$ cat src/rtl/signal_phase_sched.sv
// Demand-adaptive N/S vs E/W phase scheduler with min/max green, yellow and all-red clearance.
// Lights and remaining-ticks are decoded combinationally from the registered phase state.
module signal_phase_sched #(
  parameter int MIN_GREEN = 5,
  parameter int MAX_GREEN = 20,
  parameter int YELLOW_T  = 3,
  parameter int ALLRED_T  = 1,
  parameter int GAP       = 10
) (
  input  logic       clk,
  input  logic       rst,
  input  logic       tick,
  input  logic [7:0] q_n,
  input  logic [7:0] q_s,
  input  logic [7:0] q_e,
  input  logic [7:0] q_w,
  output logic [1:0] light_ns,
  output logic [1:0] light_ew,
  output logic [7:0] remain,
  output logic       green_start,
  output logic [2:0] phase
);

  typedef enum logic [2:0] {
    AR_NS = 3'd0,
    G_NS  = 3'd1,
    Y_NS  = 3'd2,
    AR_EW = 3'd3,
    G_EW  = 3'd4,
    Y_EW  = 3'd5
  } state_t;

  localparam logic [7:0] MIN_G = 8'(MIN_GREEN);
  localparam logic [7:0] MAX_G = 8'(MAX_GREEN);
  localparam logic [7:0] YEL   = 8'(YELLOW_T);
  localparam logic [7:0] AR    = 8'(ALLRED_T);
  localparam logic [9:0] GAP10 = 10'(GAP);

  state_t     state;
  state_t     state_next;
  logic [7:0] sec;
  logic [7:0] s1;
  logic [8:0] d_ns;
  logic [8:0] d_ew;
  logic [8:0] own;
  logic [8:0] opp;
  logic       g_exit;
  logic [7:0] g_remain;

  assign d_ns     = {1'b0, q_n} + {1'b0, q_s};
  assign d_ew     = {1'b0, q_e} + {1'b0, q_w};
  assign s1       = sec + 8'd1;
  assign g_remain = (sec < MAX_G) ? (MAX_G - sec) : 8'd0;
  assign phase    = state;

  // Green ends only once minimum time is served and the other pair is actually waiting.
  always_comb begin
    own = d_ns;
    opp = d_ew;
    if (state == G_EW) begin
      own = d_ew;
      opp = d_ns;
    end
    g_exit = (s1 >= MIN_G) && (opp != 9'd0) &&
             ((own == 9'd0) || ({1'b0, opp} >= ({1'b0, own} + GAP10)) || (s1 >= MAX_G));
  end

  always_comb begin
    state_next = state;
    light_ns   = 2'b00;
    light_ew   = 2'b00;
    remain     = AR - sec;
    case (state)
      AR_NS: begin
        remain = AR - sec;
        if (s1 == AR) state_next = G_NS;
      end
      G_NS: begin
        light_ns = 2'b01;
        remain   = g_remain;
        if (g_exit) state_next = Y_NS;
      end
      Y_NS: begin
        light_ns = 2'b10;
        remain   = YEL - sec;
        if (s1 == YEL) state_next = AR_EW;
      end
      AR_EW: begin
        remain = AR - sec;
        if (s1 == AR) state_next = G_EW;
      end
      G_EW: begin
        light_ew = 2'b01;
        remain   = g_remain;
        if (g_exit) state_next = Y_EW;
      end
      Y_EW: begin
        light_ew = 2'b10;
        remain   = YEL - sec;
        if (s1 == YEL) state_next = AR_NS;
      end
      default: state_next = AR_NS;
    endcase
  end

  // State and sec only move on tick; green_start marks the first clk of a new green.
  always_ff @(posedge clk or posedge rst) begin
    if (rst) begin
      state       <= AR_NS;
      sec         <= 8'd0;
      green_start <= 1'b0;
    end else begin
      green_start <= 1'b0;
      if (tick) begin
        if (state_next != state) begin
          state       <= state_next;
          sec         <= 8'd0;
          green_start <= (state_next == G_NS) || (state_next == G_EW);
        end else if (sec != 8'd255) begin
          sec <= s1;
        end
      end
    end
  end

endmodule

$ cat config.mk
export PLATFORM = sky130hd
export DESIGN_NAME = signal_phase_sched
export DESIGN_NICKNAME = d
export VERILOG_FILES = /design/src/rtl/signal_phase_sched.sv
export SDC_FILE = /design/constraint.sdc
export NUM_CORES = 1
export LEC_CHECK = 0
export BUFFER_PORTS_ARGS = -buffer_cell sky130_fd_sc_hd__buf_2
export CORE_MARGIN = 2
export CORE_UTILIZATION = 62
export CTS_CLUSTER_DIAMETER = 40
export DETAILED_ROUTE_END_ITERATION = 7
export PLACE_DENSITY = 0.87
export SLEW_MARGIN = 5
export SYNTH_ARGS = -nofsm -noshare
export SYNTH_HDL_FRONTEND = slang
export SYNTH_SLANG_ARGS = --single-unit
$ cat constraint.sdc
create_clock -name clk -period 9.5 [get_ports clk]
set_clock_uncertainty 0.1 [all_clocks]
set_input_delay 0 -clock clk [delete_from_list [all_inputs] [get_ports clk]]
set_output_delay 0 -clock clk [all_outputs]
set_load 0.05 [all_outputs]
==> run metrics <==
status=complete, no violations; crit path kind=flip-flop to flip-flop; sw frac=58.39%; crit-path cells=or3b_1, clkinv_1, mux2_2, nor2_1, xor2_1, ha_1, o2111ai_1, o21ai_0, nand3_1, a31o_2, a31oi_1, o21ai_0, or3_1, o211ai_1; Syn Std Cell Area=2856 sq um; Synth Area per Inst=7.419 sq um; CTS resizes=0; Synth warnings=0; register share of total power=16.8%; post-route setup TNS=0 ns; first-pass GRT wire length=12,250 microns; pin slew with the least headroom to its limit=0.8787 ns; Lkg Pwr=1.456 nW; Max Freq=0.2072 GHz; fin crit period=4.827 ns; CP max-delay cell=or3b_1; number of remaining DRC errors=0; setup violators final=0; crit path capture type=flip-flop; post-CTS setup buffer count=0; Hold Fails Final Rpt=0; row count=24; Initial Util=65.15%; CTS Sinks=12; share of cells above drive strength 1=18.16%; delay of the slowest critical-path stage=0.78 ns; gpl congestion=0.8867; hold wc startpoint=tick; IR drop worst, VDD=0.0001286 V; CP endpoint=phase[1]; initial antenna violation count=0; pwr dens=193.9 nW/um^2; CP Launch Point=phase[1]; Reg clk slew, reported paths=0.06 ns; share of synthesized registers carrying an async set or reset=100.0%; crit share post-route=50.81%; Mapped Cells=385; CTS tree=yes; Max-slew headroom=41.42%; initial DRC count=430; CP Launch Type=flip-flop; Post-synth EDFFs=0; Die Y=71.88 microns; final core utilization=72.00%; Seq/Total Area, Yosys=10.51%; reg2reg start=phase[1]; number of synthesized register bits=12; Routed Antenna Nets=0; Total Nets Final=498; core area=4384 sq um; DRT Pass-1 Iters=5; cts hold-fix bufs=1; CTS root buffer=clkbuf_8; combinational power share=73.6%; Vias=3,151; Tot Pwr=0.0006121 W; Post-Layout Cell Count=476; syn_nets=458; reg2reg setup slack=4.67 ns; number of global-route vias before repair=2,689; Internal=0.0002547 W; reg2reg path depth=14; post-synth cell types=70; Critical Path RT=9.56 ns; area grow syn2layout=10.51%; number of buffer and inverter instances along the worst setup path=1; # diodes=0; most frequent CP cell=o21ai_0; routed wire length=7291 microns; die span in x=71.88 microns; worst skew pair latency=0.24 ns; sw power=0.0003575 W; largest net degree at the start of global routing=26; worst r2r dst=phase[1]; Global Route Usage Sum=28.89%; max cap viols=0; Critical Path Fanout Max=25; grt ovf=0; Avg WL per Cell=15.32 microns; TritonCTS buffer count=3; port buffer count=50; CP arrival=4.89 ns; Vias/cell=6.620; RSZ-0062 raised after global routing=false; Final Max Slew Viols=0; critical path's top delay family=simple AND/OR/NAND/NOR gates; top_reg_cell synth=dfrtp_1; post-DP HPWL=5754 microns; Top Ports=51; Clk pwr share=9.5%; Post-Place Cells=471; CTS Buffer Depth=2; min-delay worst type=input pin to flip-flop; die area=5166 sq um; level count of the clock H-tree=1; Crit path depth=14
## cells in the mapped netlist, drive strengths merged (5+ instances only)
master / n / area [sq um]
a211oi: 8 / 87.59
o21ai: 30 / 153.9
o22ai: 8 / 50.05
nor3: 12 / 60.06
a22oi: 5 / 37.54
a21oi: 22 / 113.9
o211ai: 7 / 71.32
mux2i: 8 / 80.08
a21o: 7 / 52.55
a221oi: 7 / 73.82
dfrtp: 12 / 300.3
inv: 25 / 93.84
nor2: 44 / 167.7
nand3: 12 / 60.06
clkbuf: 10 / 37.54
xnor2: 6 / 52.55
ha: 36 / 450.4
buf: 6 / 42.54
a31oi: 6 / 52.55
nand2: 39 / 148.9
nand4: 7 / 43.79
xor2: 9 / 78.83
## worst reg2reg max path, delay by kind of cell (launching register included)
kind,cells,cell delay (ns)
AOI/OAI and AO/OA,6,1.11
xor gates and xnor gates,1,0.09
adders and majority gates,1,0.30
buffers and inverters,1,0.61
DFF,1,0.66
muxes,1,0.48
and+or+nand+nor,4,1.40
## routing by layer
metal | vias up | GRT usage, % | part of all wire [%]
li1 | 1540 | - | -
met1 | 1446 | 43.65 | 46
met2 | 159 | 44.14 | 44
met3 | 6 | 4.079 | 9.3
met4 | 0 | 5.031 | 0.58
met5 | - | 0 | 0
## cells by family (layout without fill, tap and decap cells)
kind of cell	count (synthesis)	count (layout)	share of synthesized area, %
AOI/OAI and AO/OA	133	133	35.52
DFF	12	12	10.51
muxes	12	12	4.380
and+or+nand+nor	133	133	21.59
xor gates and xnor gates	15	15	4.599
adders and majority gates	38	38	17.17
buffers and inverters	42	81	6.220
## worst min path at each step
stage,endpoint,slack [ns],depth (start not counted)
after global routing,sec[6],0.05,2
after CTS,sec[7],0.04,2
after global placement,sec[6],-0.06,2
after floorplan,green_start,-0.24,1
final,sec[6],0.05,2
after detailed placement,sec[6],-0.06,2
## flip-flops by register name, indices dropped and copies added (netlist names)
name and count:
sec 8, green_start 1, phase 3
## cell type report
type,instances,area (sq um)
clock buffer,4,55.05
fill,351,1227
inverter,26,97.59
multi-input combinational,331,2379
sequential,12,300.3
tap,52,65.06
timing repair buffer,51,260.3
## power by group through the flow
stage / clock network [W] / registers (W) / logic (W)
floorplan: 0 / 0.0000821 / 0.000366
global placement: 0 / 0.0000998 / 0.000431
detailed placement: 0 / 0.000101 / 0.000442
CTS: 0.0000576 / 0.000101 / 0.000445
global route: 0.0000612 / 0.000106 / 0.000497
finish: 0.0000583 / 0.000103 / 0.000451
## through the flow
stage                     area [sq um]  hold slack (ns)  setup slack [ns]
after detailed placement          3092         -0.05806             4.823
final                             3157          0.04564             4.673
after global routing              3157          0.05129             4.220
after floorplan                   2856          -0.2353             5.360
after global placement            3092         -0.06190             4.965
after CTS                         3157          0.03597             4.772
## placed cells by master (no fill, tap or decap), types with 3 or more instances in the layout
| cell type | instances |
|---|---|
| a211oi_1 | 4 |
| a211oi_2 | 3 |
| a21o_1 | 7 |
| a21oi_1 | 21 |
| a221oi_1 | 5 |
| a22oi_1 | 5 |
| a31oi_1 | 5 |
| a32oi_1 | 3 |
| buf_2 | 50 |
| clkbuf_8 | 4 |
| dfrtp_1 | 12 |
| ha_1 | 36 |
| inv_1 | 25 |
| mux2_2 | 4 |
| mux2i_1 | 8 |
| nand2_1 | 38 |
| nand3_1 | 12 |
| nand4_1 | 7 |
| nor2_1 | 43 |
| nor3_1 | 12 |
| o211ai_1 | 5 |
| o21ai_0 | 26 |
| o21ai_1 | 3 |
| o22ai_1 | 8 |
| o31ai_1 | 3 |
| o32ai_1 | 3 |
| or3_1 | 4 |
| xnor2_1 | 6 |
| xor2_1 | 9 |
(Power assumes the default switching activity.)
